## config.mk

```make
export PLATFORM = sky130hd
export DESIGN_NAME = m_ext_unit
export DESIGN_NICKNAME = d
export VERILOG_FILES = /design/src/rtl/m_ext_unit_pkg.sv /design/src/rtl/m_ext_unit_iter.sv /design/src/rtl/m_ext_unit.sv
export SDC_FILE = /design/constraint.sdc
export NUM_CORES = 1
export LEC_CHECK = 0
export ABC_AREA = 0
export BUFFER_PORTS_ARGS = -buffer_cell sky130_fd_sc_hd__clkbuf_2
export CORE_MARGIN = 2
export CORE_UTILIZATION = 42
export DETAILED_ROUTE_END_ITERATION = 10
export SYNTH_ARGS = -nofsm -noshare
export SYNTH_HDL_FRONTEND = slang
export SYNTH_HIERARCHICAL = 1
export SYNTH_SLANG_ARGS = --single-unit
```

## constraint.sdc

```tcl
create_clock -name clk -period 11 [get_ports clk]
set_input_delay 2.2 -clock clk [delete_from_list [all_inputs] [get_ports clk]]
set_output_delay 2.2 -clock clk [all_outputs]
set_load 0.01 [all_outputs]
```

## src/rtl/m_ext_unit_pkg.sv

```systemverilog
// Shared types and constants for the RV32M multiply/divide unit.
package m_ext_unit_pkg;

    typedef enum logic [2:0] {
        M_MUL    = 3'b000,
        M_MULH   = 3'b001,
        M_MULHSU = 3'b010,
        M_MULHU  = 3'b011,
        M_DIV    = 3'b100,
        M_DIVU   = 3'b101,
        M_REM    = 3'b110,
        M_REMU   = 3'b111
    } m_funct3_t;

    typedef enum logic [1:0] {
        IDLE = 2'd0,
        CALC = 2'd1,
        DONE = 2'd2
    } m_state_t;

    localparam logic [31:0] DIV_ZERO_Q = 32'hFFFF_FFFF;
    localparam logic [31:0] INT_MIN    = 32'h8000_0000;
    localparam logic [4:0]  ITER_LAST  = 5'd31;

    // Two's-complement negate when neg is set; maps INT_MIN to itself,
    // which is also its correct unsigned magnitude.
    function automatic logic [31:0] cond_neg(input logic [31:0] v, input logic neg);
        return neg ? (~v + 32'd1) : v;
    endfunction

endpackage

```

## src/rtl/m_ext_unit_iter.sv

```systemverilog
// Unsigned iterative datapath: radix-2 shift-add multiply or restoring divide,
// one bit per step, with a 5-bit step counter.
module m_ext_unit_iter
    import m_ext_unit_pkg::*;
(
    input  logic        clk,
    input  logic        rst,
    input  logic        load,
    input  logic        step,
    input  logic        is_div,
    input  logic [31:0] op_a,
    input  logic [31:0] op_b,
    output logic        last,
    output logic [31:0] hi_nxt,
    output logic [31:0] lo_nxt
);

    // hi: product accumulator / partial remainder; lo: multiplier / quotient
    logic [31:0] hi_q, hi_d;
    logic [31:0] lo_q, lo_d;
    logic [31:0] opb_q, opb_d;
    logic [4:0]  cnt_q, cnt_d;
    logic        div_q, div_d;

    logic [32:0] sum;
    logic [32:0] shifted;
    logic        ge;
    logic [31:0] diff;

    always_comb begin
        sum     = {1'b0, hi_q} + (lo_q[0] ? {1'b0, opb_q} : 33'd0);
        shifted = {hi_q, lo_q[31]};
        ge      = shifted >= {1'b0, opb_q};
        diff    = shifted[31:0] - opb_q;
        if (div_q) begin
            hi_nxt = ge ? diff : shifted[31:0];
            lo_nxt = {lo_q[30:0], ge};
        end else begin
            hi_nxt = sum[32:1];
            lo_nxt = {sum[0], lo_q[31:1]};
        end
    end

    assign last = (cnt_q == ITER_LAST);

    always_comb begin
        hi_d  = hi_q;
        lo_d  = lo_q;
        opb_d = opb_q;
        cnt_d = cnt_q;
        div_d = div_q;
        if (load) begin
            hi_d  = '0;
            lo_d  = op_a;
            opb_d = op_b;
            cnt_d = '0;
            div_d = is_div;
        end else if (step) begin
            hi_d  = hi_nxt;
            lo_d  = lo_nxt;
            cnt_d = cnt_q + 5'd1;
        end
    end

    always_ff @(posedge clk or negedge rst) begin
        if (!rst) begin
            hi_q  <= '0;
            lo_q  <= '0;
            opb_q <= '0;
            cnt_q <= '0;
            div_q <= 1'b0;
        end else begin
            hi_q  <= hi_d;
            lo_q  <= lo_d;
            opb_q <= opb_d;
            cnt_q <= cnt_d;
            div_q <= div_d;
        end
    end

endmodule

```

## src/rtl/m_ext_unit.sv

```systemverilog
// RV32M multiply/divide unit for the EX stage: sign conditioning, special-case
// shortcuts, control FSM and flush handling around the iterative core.
module m_ext_unit
    import m_ext_unit_pkg::*;
#(
    parameter int XLEN = 32
) (
    input  logic            clk,
    input  logic            rst,
    input  logic            start,
    input  logic [2:0]      funct3,
    input  logic [XLEN-1:0] rs1_val,
    input  logic [XLEN-1:0] rs2_val,
    input  logic            flush,
    output logic            busy,
    output logic            done,
    output logic [XLEN-1:0] result
);

    m_state_t    state_q, state_d;
    m_funct3_t   f3_q, f3_d;
    logic        neg_q, neg_d;
    logic [31:0] result_q, result_d;

    m_funct3_t   f3_in;
    logic        sgn1, sgn2, s1, s2;
    logic [31:0] mag_a, mag_b;
    logic        is_div_in, is_rem_in;
    logic        div0, ovf, special, accept;
    logic [31:0] special_res;

    logic        last;
    logic [31:0] hi_nxt, lo_nxt;
    logic [63:0] prod_s;
    logic [31:0] calc_res;

    assign f3_in = m_funct3_t'(funct3);

    always_comb begin
        sgn1 = 1'b0;
        sgn2 = 1'b0;
        case (f3_in)
            M_MUL, M_MULH, M_DIV, M_REM: begin
                sgn1 = 1'b1;
                sgn2 = 1'b1;
            end
            M_MULHSU: sgn1 = 1'b1;
            default: ;
        endcase
    end

    assign s1        = sgn1 & rs1_val[31];
    assign s2        = sgn2 & rs2_val[31];
    assign mag_a     = cond_neg(rs1_val, s1);
    assign mag_b     = cond_neg(rs2_val, s2);
    assign is_div_in = funct3[2];
    assign is_rem_in = funct3[2] & funct3[1];

    // Special cases bypass iteration and go straight to DONE
    assign div0    = is_div_in && (rs2_val == '0);
    assign ovf     = ((f3_in == M_DIV) || (f3_in == M_REM)) &&
                     (rs1_val == INT_MIN) && (rs2_val == '1);
    assign special = div0 | ovf;
    assign accept  = (state_q == IDLE) && start && !flush;

    always_comb begin
        if (div0)
            special_res = is_rem_in ? rs1_val : DIV_ZERO_Q;
        else
            special_res = is_rem_in ? 32'd0 : INT_MIN;
    end

    m_ext_unit_iter u_iter (
        .clk    (clk),
        .rst    (rst),
        .load   (accept),
        .step   (state_q == CALC),
        .is_div (is_div_in),
        .op_a   (mag_a),
        .op_b   (mag_b),
        .last   (last),
        .hi_nxt (hi_nxt),
        .lo_nxt (lo_nxt)
    );

    // Final sign fix-up uses the core's last-step values so the result lands with DONE
    always_comb begin
        prod_s = neg_q ? (~{hi_nxt, lo_nxt} + 64'd1) : {hi_nxt, lo_nxt};
        case (f3_q)
            M_MUL:                     calc_res = prod_s[31:0];
            M_MULH, M_MULHSU, M_MULHU: calc_res = prod_s[63:32];
            M_DIV, M_DIVU:             calc_res = cond_neg(lo_nxt, neg_q);
            default:                   calc_res = cond_neg(hi_nxt, neg_q);
        endcase
    end

    always_ff @(posedge clk or negedge rst) begin
        if (!rst)
            state_q <= IDLE;
        else
            state_q <= state_d;
    end

    always_comb begin
        state_d = state_q;
        case (state_q)
            IDLE: if (accept) state_d = special ? DONE : CALC;
            CALC: begin
                if (flush)
                    state_d = IDLE;
                else if (last)
                    state_d = DONE;
            end
            DONE:    state_d = IDLE;
            default: state_d = IDLE;
        endcase
    end

    always_comb begin
        busy = (state_q == CALC);
        done = (state_q == DONE) && !flush;
    end

    always_comb begin
        f3_d     = f3_q;
        neg_d    = neg_q;
        result_d = result_q;
        if (accept) begin
            f3_d  = f3_in;
            neg_d = is_rem_in ? s1 : (s1 ^ s2);
            if (special)
                result_d = special_res;
        end else if ((state_q == CALC) && !flush && last) begin
            result_d = calc_res;
        end
    end

    always_ff @(posedge clk or negedge rst) begin
        if (!rst) begin
            f3_q     <= M_MUL;
            neg_q    <= 1'b0;
            result_q <= '0;
        end else begin
            f3_q     <= f3_d;
            neg_q    <= neg_d;
            result_q <= result_d;
        end
    end

    assign result = result_q;

endmodule

```

# ---- Word-level counts from Yosys, hierarchy flattened
# Index checks and enable logic that the tools add are counted.
dict set report totals {
  regBits 140
  inputBits 71
  output_inout_bits 34
  word_cells 97
}
dict set report op_classes {
  add_sub_neg 8
  magnitude_cmp 1
  eq_ne 17
  n_mux 30
  n_bitwise 10
  n_reduce_logical 22
}
# op count
set ops {}
lappend ops {{$mux W32} 18}
lappend ops {{$add A32 B1 Y32 const B} 4}
lappend ops {{$not A32 Y32} 4}
lappend ops {{$pmux W32 S3} 1}
lappend ops {{$add A64 B1 Y64 const B} 1}
lappend ops {{$eq A32 B32 Y1 const B} 2}
lappend ops {{$mux W64} 1}
lappend ops {{$not A64 Y64} 1}
lappend ops {{$add A32 B33 Y33} 1}
lappend ops {{$ge A33 B32 Y1} 1}
lappend ops {{$logic_not A32 Y1} 1}
lappend ops {{$sub A32 B32 Y32} 1}
lappend ops {{$eq A3 B3 Y1 const B} 4}
lappend ops {{$mux W5} 2}
lappend ops {{$eq A3 B2 Y1 const B} 3}
lappend ops {{$logic_and A1 B1 Y1} 8}
lappend ops {{$mux W2} 4}
lappend ops {{$eq A3 B1 Y1 const B} 2}
lappend ops {{$logic_not A3 Y1} 2}
lappend ops {{$add A5 B1 Y5 const B} 1}
lappend ops {{$eq A5 B5 Y1 const B} 1}
lappend ops {{$reduce_or A5 Y1} 1}
lappend ops {{$ne A2 B2 Y1 const B} 2}
lappend ops {{$pmux W2 S2} 1}
lappend ops {{15 further kinds} 21}

# ---- Logic depth before layout (Yosys ltp)
dict set report depth {
  ltp_word 9
  depth_mapped 23
  ltp_nobuf 20
}

# ---- Hierarchy
# The synthesis kept the hierarchy.
# mod instances cells_each area_each_um2
set modules_own_cells {}
lappend modules_own_cells {m_ext_unit_iter 1 1100 9017.4}
lappend modules_own_cells {m_ext_unit 1 869 6032.0}

# ---- Worst setup path before layout
# No wires, ideal clock.
dict set report synth_path {
  path_type {flip-flop to flip-flop}
  start {register u_iter.hi_q[5]}
  end {register result_q[28], in the netlist result[28]}
  setup_time_ns 0.121
  arrival_time_ns 4.861
  setup_slack_ns 6.018
  path_stages_with_launch 21
  period_less_slack_ns 4.982
  cell_sequence {dfrtp_1 ha_1 buf_6 a211oi_2 nor2_1 and4bb_2 o21ai_2 a41oi_2 buf_6 buf_8 mux2i_1 a21oi_2 clkbuf_1 or4b_2 or4_1 clkbuf_1 or2_2 o31ai_1 xor2_1 o21ai_0 a22o_1}
}
dict set report synth_between {
  elab_chain_len 9
  word_cells_on_any_way 18
  classes_between {add/sub (5); order compare (1); mux (9); bitwise (3)}
}
# element line
set synth_lines {}
lappend synth_lines {{start, declared} m_ext_unit_iter.sv:19} ;# logic [31:0] hi_q, hi_d;
lappend synth_lines {{start signal, assigned} m_ext_unit_iter.sv:73} ;# hi_q <= hi_d;
lappend synth_lines {{$ge A33 B32 Y1} m_ext_unit_iter.sv:33} ;# ge = shifted >= {1'b0, opb_q};
lappend synth_lines {{$mux W32} m_ext_unit_iter.sv:36} ;# hi_nxt = ge ? diff : shifted[31:0];
lappend synth_lines {{$mux W32 *} m_ext_unit_iter.sv:35} ;# if (div_q) begin
lappend synth_lines {{net hi_nxt[4]} m_ext_unit.sv:33} ;# logic [31:0] hi_nxt, lo_nxt;
lappend synth_lines {{$not A64 Y64 or $not A32 Y32 (tied branches)} {m_ext_unit.sv:88, m_ext_unit_pkg.sv:28}}
lappend synth_lines {{$add A64 B1 Y64 or $add A32 B1 Y32 (tied branches)} {m_ext_unit.sv:88, m_ext_unit_pkg.sv:28}}
lappend synth_lines {{$mux W64 or $mux W32 (tied branches)} {m_ext_unit.sv:88, m_ext_unit_pkg.sv:28}}
lappend synth_lines {{$pmux W32 S3 *} m_ext_unit.sv:89} ;# case (f3_q)
lappend synth_lines {{$mux W32 *} m_ext_unit.sv:133} ;# end else if ((state_q == CALC) && !flush && last) begin
lappend synth_lines {{$mux W32 *} m_ext_unit.sv:128} ;# if (accept) begin
lappend synth_lines {{end signal, assigned} m_ext_unit.sv:146} ;# result_q <= result_d;
lappend synth_lines {{end, declared} m_ext_unit.sv:23} ;# logic [31:0] result_q, result_d;
# Mark *: on every way through the listed nets, which the timed path passes. The rest lies on a longest branch. The select of a mux whose other input is x is not followed.
# A chain may end at the register's enable or synchronous reset.

# ---- Final worst setup path
dict set report layout_path {
  start {register u_iter.hi_q[26]}
  end {register result_q[25], in the netlist result[25]}
}
dict set report layout_between {
  elab_chain_len 9
  word_cells_on_any_way 17
  classes_between {add/sub (4); order compare (1); mux (9); bitwise (3)}
}
# element line
set layout_lines {}
lappend layout_lines {{$ge A33 B32 Y1 *} m_ext_unit_iter.sv:33}
lappend layout_lines {{$mux W32 *} m_ext_unit_iter.sv:36}
lappend layout_lines {{$mux W32 *} m_ext_unit_iter.sv:35}
lappend layout_lines {{net hi_nxt[8]} m_ext_unit.sv:33}
lappend layout_lines {{$not A64 Y64 or $not A32 Y32 (tied branches)} {m_ext_unit.sv:88, m_ext_unit_pkg.sv:28}}
lappend layout_lines {{$add A64 B1 Y64 or $add A32 B1 Y32 (tied branches)} {m_ext_unit.sv:88, m_ext_unit_pkg.sv:28}}
lappend layout_lines {{$mux W64 or $mux W32 (tied branches)} {m_ext_unit.sv:88, m_ext_unit_pkg.sv:28}}
lappend layout_lines {{$pmux W32 S3 *} m_ext_unit.sv:89}
lappend layout_lines {{$mux W32 *} m_ext_unit.sv:133}
lappend layout_lines {{$mux W32 *} m_ext_unit.sv:128}
# Marks and branches as above.

==> metrics.md <==
| Metric | Value |
|---|---|
| Clock latency reported for the late side of the worst-skew pair | about 460 ps |
| Num rows | 69 |
| Number of warning messages in the yosys log | 6 |
| Hold-fix buffers, CTS | 0 |
| Arrival time at the worst endpoint | between 6000 and 7000 ps |
| Yosys top cell area share | 0.2328 |
| Final wirelength | between 50000 and 60000 um |
| # nets final | 2144 |
| Most area-hungry cell type in the Yosys netlist | sky130_fd_sc_hd__dfrtp_1 |
| CTS max path bufs | 2 |
| Seq/Total Area, Yosys | 0.2328 |
| Number of ports placed on the die boundary | 105 |
| Cell area after synthesis | about 0.015 sq mm |
| Pin count of the biggest net entering global routing | 80 |
| RSZ-0062 raised after global routing | no |
| R2r endpoint | result[25] |
| Unique masters post-synth | 86 |
| Power density normalized to cell area | 315.3 mW/mm^2 |
| Final setup violation count | 0 |
| Dpl cell area | around 0.016 sq mm |
| R2r worst-path depth | 16 |
| Internal power summed over all cells | between 2 and 2.5 mW |
| Via count of the first global-routing pass | approximately 15000 |
| Count of state elements after synthesis | 140 |
| Total global routing overflow | 0 |
| Detailed-router iteration count before antenna repair | 5 |
| Placer Congestion | 0.9454 |
| Highest net fanout along the worst path | between 50 and 60 |
| Maximum clock frequency | 153.2 MHz |
| Count of filler cells inserted in the layout | between 3000 and 4000 |
| Mean instance size in the synthesized netlist | about 7.6 sq um |
| Worst vdd ir | around 0.16 mV |
| Number of instances resized during post-cts repair | 0 |
| Clock root buffer master | sky130_fd_sc_hd__clkbuf_16 |
| Reported max-cap violation count | 0 |
| Total chip power | 5.197 mW |
| Final Slew Violations | 0 |
| Crit. End Element | flop |
| Number of I/O port buffers | about 100 |
| Half-perimeter wire length after placement | roughly 40000 um |
| Total via count in the routed design | about 16000 |
| Final total negative setup slack | 0 ps |
| Minimum clock period after layout | roughly 6500 ps |
| Initial antenna violation count | 0 |
| Rel. slew slack | 0.02126 |
| Placeable core region | about 0.035 sq mm |
| Relative contribution of combinational cells to total power | 0.702 |
| Count of flip-flops with a built-in enable after synthesis | 0 |
| Clock Skew | about 17 ps |
| Cell count after synthesis | slightly below 2000 |
| Die Span X | 193.3 um |
| DRC | 0 |
| Worst r2r src | u_iter/hi_q[26] |
| Clock power share | 0.126 |
| Num Clock Sinks | between 100 and 150 |
| Final design area excluding fillers | 0.01648 sq mm |
| Layout cell share with drive strength beyond 1 | 0.1237 |
| Worst hold path cell count | 1 |
| Chip height | a little under 200 um |
| Startpoint kind of the worst setup timing path | flop |
| Min-Delay Endpoint | result[3] |
| Type of the setup path with the least slack | flop to flop |
| Hold path startpoint | result[3] |
| Ant diodes | 0 |
| Post-DR vias/cell | about 6.3 |
| Clock tree from TritonCTS | yes |
| Signed area change from the synthesized netlist to the final layout | 9.520% |
| Worst Max-Slew Pin Slew | approximately 1500 ps |
| Global-route total usage across every layer | 0.2810 |
| Static leakage | between 6 and 7 nW |
| Class of the tightest hold or removal check | flop to flop |
| Clock-pin slew reported for the worst setup and hold paths after clock tree synthesis | ~70 ps |
| Synth Flop Type | sky130_fd_sc_hd__dfrtp_1 |
| Count of antenna-violating nets left after detailed routing | 0 |
| # H-tree levels | 4 |
| Die Footprint | approximately 0.037 sq mm |
| Run status | finished, final reports clean |
| DRT iter0 DRCs | ~1600 |
| Required time at the worst-slack endpoint | roughly 11000 ps |
| Nets in the synthesized netlist | around 2100 |
| Hold Violations, Final | 0 |
| Switching part of the total | 0.5326 |
| Fraction of registers with async set or reset after synthesis | 1.000 |
| TritonCTS buffer count | 17 |
| Initial cell density of the core | 0.4252 |
| Slack of the worst reg-to-reg path | 4470 ps |
| Utilization of the core after routing | 0.4656 |
| Switching power | ~2.8 mW |
| Wire length of the first global-routing pass | about 84000 um |
| Sequential share of power | 0.172 |
| Top post-synthesis cells by area | sky130_fd_sc_hd__dfrtp_1 (23%), sky130_fd_sc_hd__o21ai_0 (6.2%), sky130_fd_sc_hd__ha_1 (5.9%) |
| Fraction of the cycle the final worst path needs | 0.5935 |
| Wire length per cell | 21.81 um |
| Setup Buffers After CTS | 0 |
synthesized netlist by cell type, types with 7 or more instances:
master and instances:
sky130_fd_sc_hd__a31oi_1 15, sky130_fd_sc_hd__and2_1 38, sky130_fd_sc_hd__o21bai_1 15, sky130_fd_sc_hd__o21ai_0 187, sky130_fd_sc_hd__nor3_1 51, sky130_fd_sc_hd__nor2_1 176
sky130_fd_sc_hd__ha_1 71, sky130_fd_sc_hd__xor2_1 60, sky130_fd_sc_hd__nand4_1 36, sky130_fd_sc_hd__o211ai_1 19, sky130_fd_sc_hd__mux2i_1 74, sky130_fd_sc_hd__or4_1 20
sky130_fd_sc_hd__and3_1 17, sky130_fd_sc_hd__nor4_1 31, sky130_fd_sc_hd__buf_1 17, sky130_fd_sc_hd__o22ai_1 10, sky130_fd_sc_hd__or2_2 17, sky130_fd_sc_hd__xnor2_1 95
sky130_fd_sc_hd__nand3_1 39, sky130_fd_sc_hd__a22o_1 18, sky130_fd_sc_hd__nand2_1 195, sky130_fd_sc_hd__o211a_1 8, sky130_fd_sc_hd__dfrtp_1 140, sky130_fd_sc_hd__o41ai_1 11
sky130_fd_sc_hd__a21oi_1 124, sky130_fd_sc_hd__a21o_1 26, sky130_fd_sc_hd__clkbuf_1 82, sky130_fd_sc_hd__nor2b_1 17, sky130_fd_sc_hd__a211oi_1 15, sky130_fd_sc_hd__o31ai_1 33
sky130_fd_sc_hd__o221ai_1 7, sky130_fd_sc_hd__or3_1 22, sky130_fd_sc_hd__inv_1 73, sky130_fd_sc_hd__o21a_1 17, sky130_fd_sc_hd__buf_6 7, sky130_fd_sc_hd__nand2b_1 16
sky130_fd_sc_hd__buf_2 8, sky130_fd_sc_hd__o21ai_1 10, sky130_fd_sc_hd__mux2_2 41, sky130_fd_sc_hd__a22oi_1 10
cell families (layout without fill, tap and decap cells):
group	Yosys count	after routing	share of synthesized area
buffers and inverters	191	235	0.05304
adders and majority gates	73	73	0.06169
DFF	140	140	0.2328
xor gates and xnor gates	155	155	0.09021
muxes	115	115	0.07990
AOI/OAI and AO/OA	592	592	0.2523
and+or+nand+nor	703	703	0.2300
worst max-delay path, stage by stage (launching register included):
cell                        delay (ps)
sky130_fd_sc_hd__dfrtp_1           450
sky130_fd_sc_hd__ha_1              410
sky130_fd_sc_hd__nand4_1           280
sky130_fd_sc_hd__nor3_1            160
sky130_fd_sc_hd__a2111oi_1         370
sky130_fd_sc_hd__o211ai_1          240
sky130_fd_sc_hd__a41oi_4           300
sky130_fd_sc_hd__buf_4             610
sky130_fd_sc_hd__mux2i_1           310
sky130_fd_sc_hd__o21ai_0           380
sky130_fd_sc_hd__or4_1             740
sky130_fd_sc_hd__nor3_1            910
sky130_fd_sc_hd__nand2_1           260
sky130_fd_sc_hd__o41ai_1           380
sky130_fd_sc_hd__xor2_1            200
sky130_fd_sc_hd__o21ai_0           170
sky130_fd_sc_hd__a22o_1            240
per-layer routing:
layer	global-route usage	vias to the layer above	routed length, um
li1	-	7264	-
met1	0.3896	7571	24110
met2	0.4325	624	24020
met3	0.05422	91	4167
met4	0.1063	0	1658
met5	0	-	0
sequential cells by signal (all words and copies together), names as in the netlist:
name	cells
u_iter/div_q	1
u_iter/opb_q	32
u_iter/lo_q	32
neg_q	1
f3_q	3
state_q	2
u_iter/hi_q	32
result	32
u_iter/cnt_q	5
area by class of cell:
type / count / area [sq um] / area share
multi-input cells: 1638 / 10770 / 0.6536
clock inverters: 15 / 210.2 / 0.01275
inverters: 74 / 280.3 / 0.01700
flip-flops and latches: 140 / 3505 / 0.2126
well taps: 461 / 576.8 / 0.03500
clock buffers: 17 / 425.4 / 0.02581
repair buffers: 129 / 711.9 / 0.04319
worst max-delay path by stage:
| stage | to | slack [ps] | startpoint |
|---|---|---|---|
| finish | result[25] | 4470 | u_iter/hi_q[26] |
| global route | result[25] | 4130 | u_iter/lo_q[0] |
| CTS | result[27] | 4570 | u_iter/lo_q[0] |
| detailed placement | result[27] | 4580 | u_iter/hi_q[25] |
| global placement | result[10] | 4290 | rs1_val[24] |
| floorplan | result[28] | 6020 | u_iter/hi_q[5] |
placed cells by master (no fill, tap or decap), types with 51 or more instances in the layout:
master,count
sky130_fd_sc_hd__dfrtp_1,139
sky130_fd_sc_hd__inv_1,72
sky130_fd_sc_hd__nor3_1,51
sky130_fd_sc_hd__nand2_1,195
sky130_fd_sc_hd__mux2i_1,74
sky130_fd_sc_hd__ha_1,71
sky130_fd_sc_hd__xnor2_1,95
sky130_fd_sc_hd__nor2_1,176
sky130_fd_sc_hd__o21ai_0,187
sky130_fd_sc_hd__a21oi_1,124
sky130_fd_sc_hd__xor2_1,60
sky130_fd_sc_hd__clkbuf_2,104
stage by stage:
| step | setup WS [ps] | hold slack (ps) | cells |
|---|---|---|---|
| floorplan | 6018 | 470.1 | 1969 |
| global placement | 4291 | 480.0 | 2440 |
| detailed placement | 4582 | 474.9 | 2441 |
| CTS | 4574 | 501.2 | 2473 |
| global route | 4128 | 515.2 | 2474 |
| finish | 4471 | 502.1 | 2474 |
power by group through the flow:
stage | sequential (mW) | combinational, mW | clock (mW)
floorplan | 0.808 | 2.69 | 0
CTS | 0.888 | 3.58 | 0.661
finish | 0.895 | 3.65 | 0.654
global placement | 0.892 | 3.53 | 0
global route | 0.916 | 3.96 | 0.682
detailed placement | 0.896 | 3.56 | 0
No activity file was read; power rests on OpenSTA's default activity.
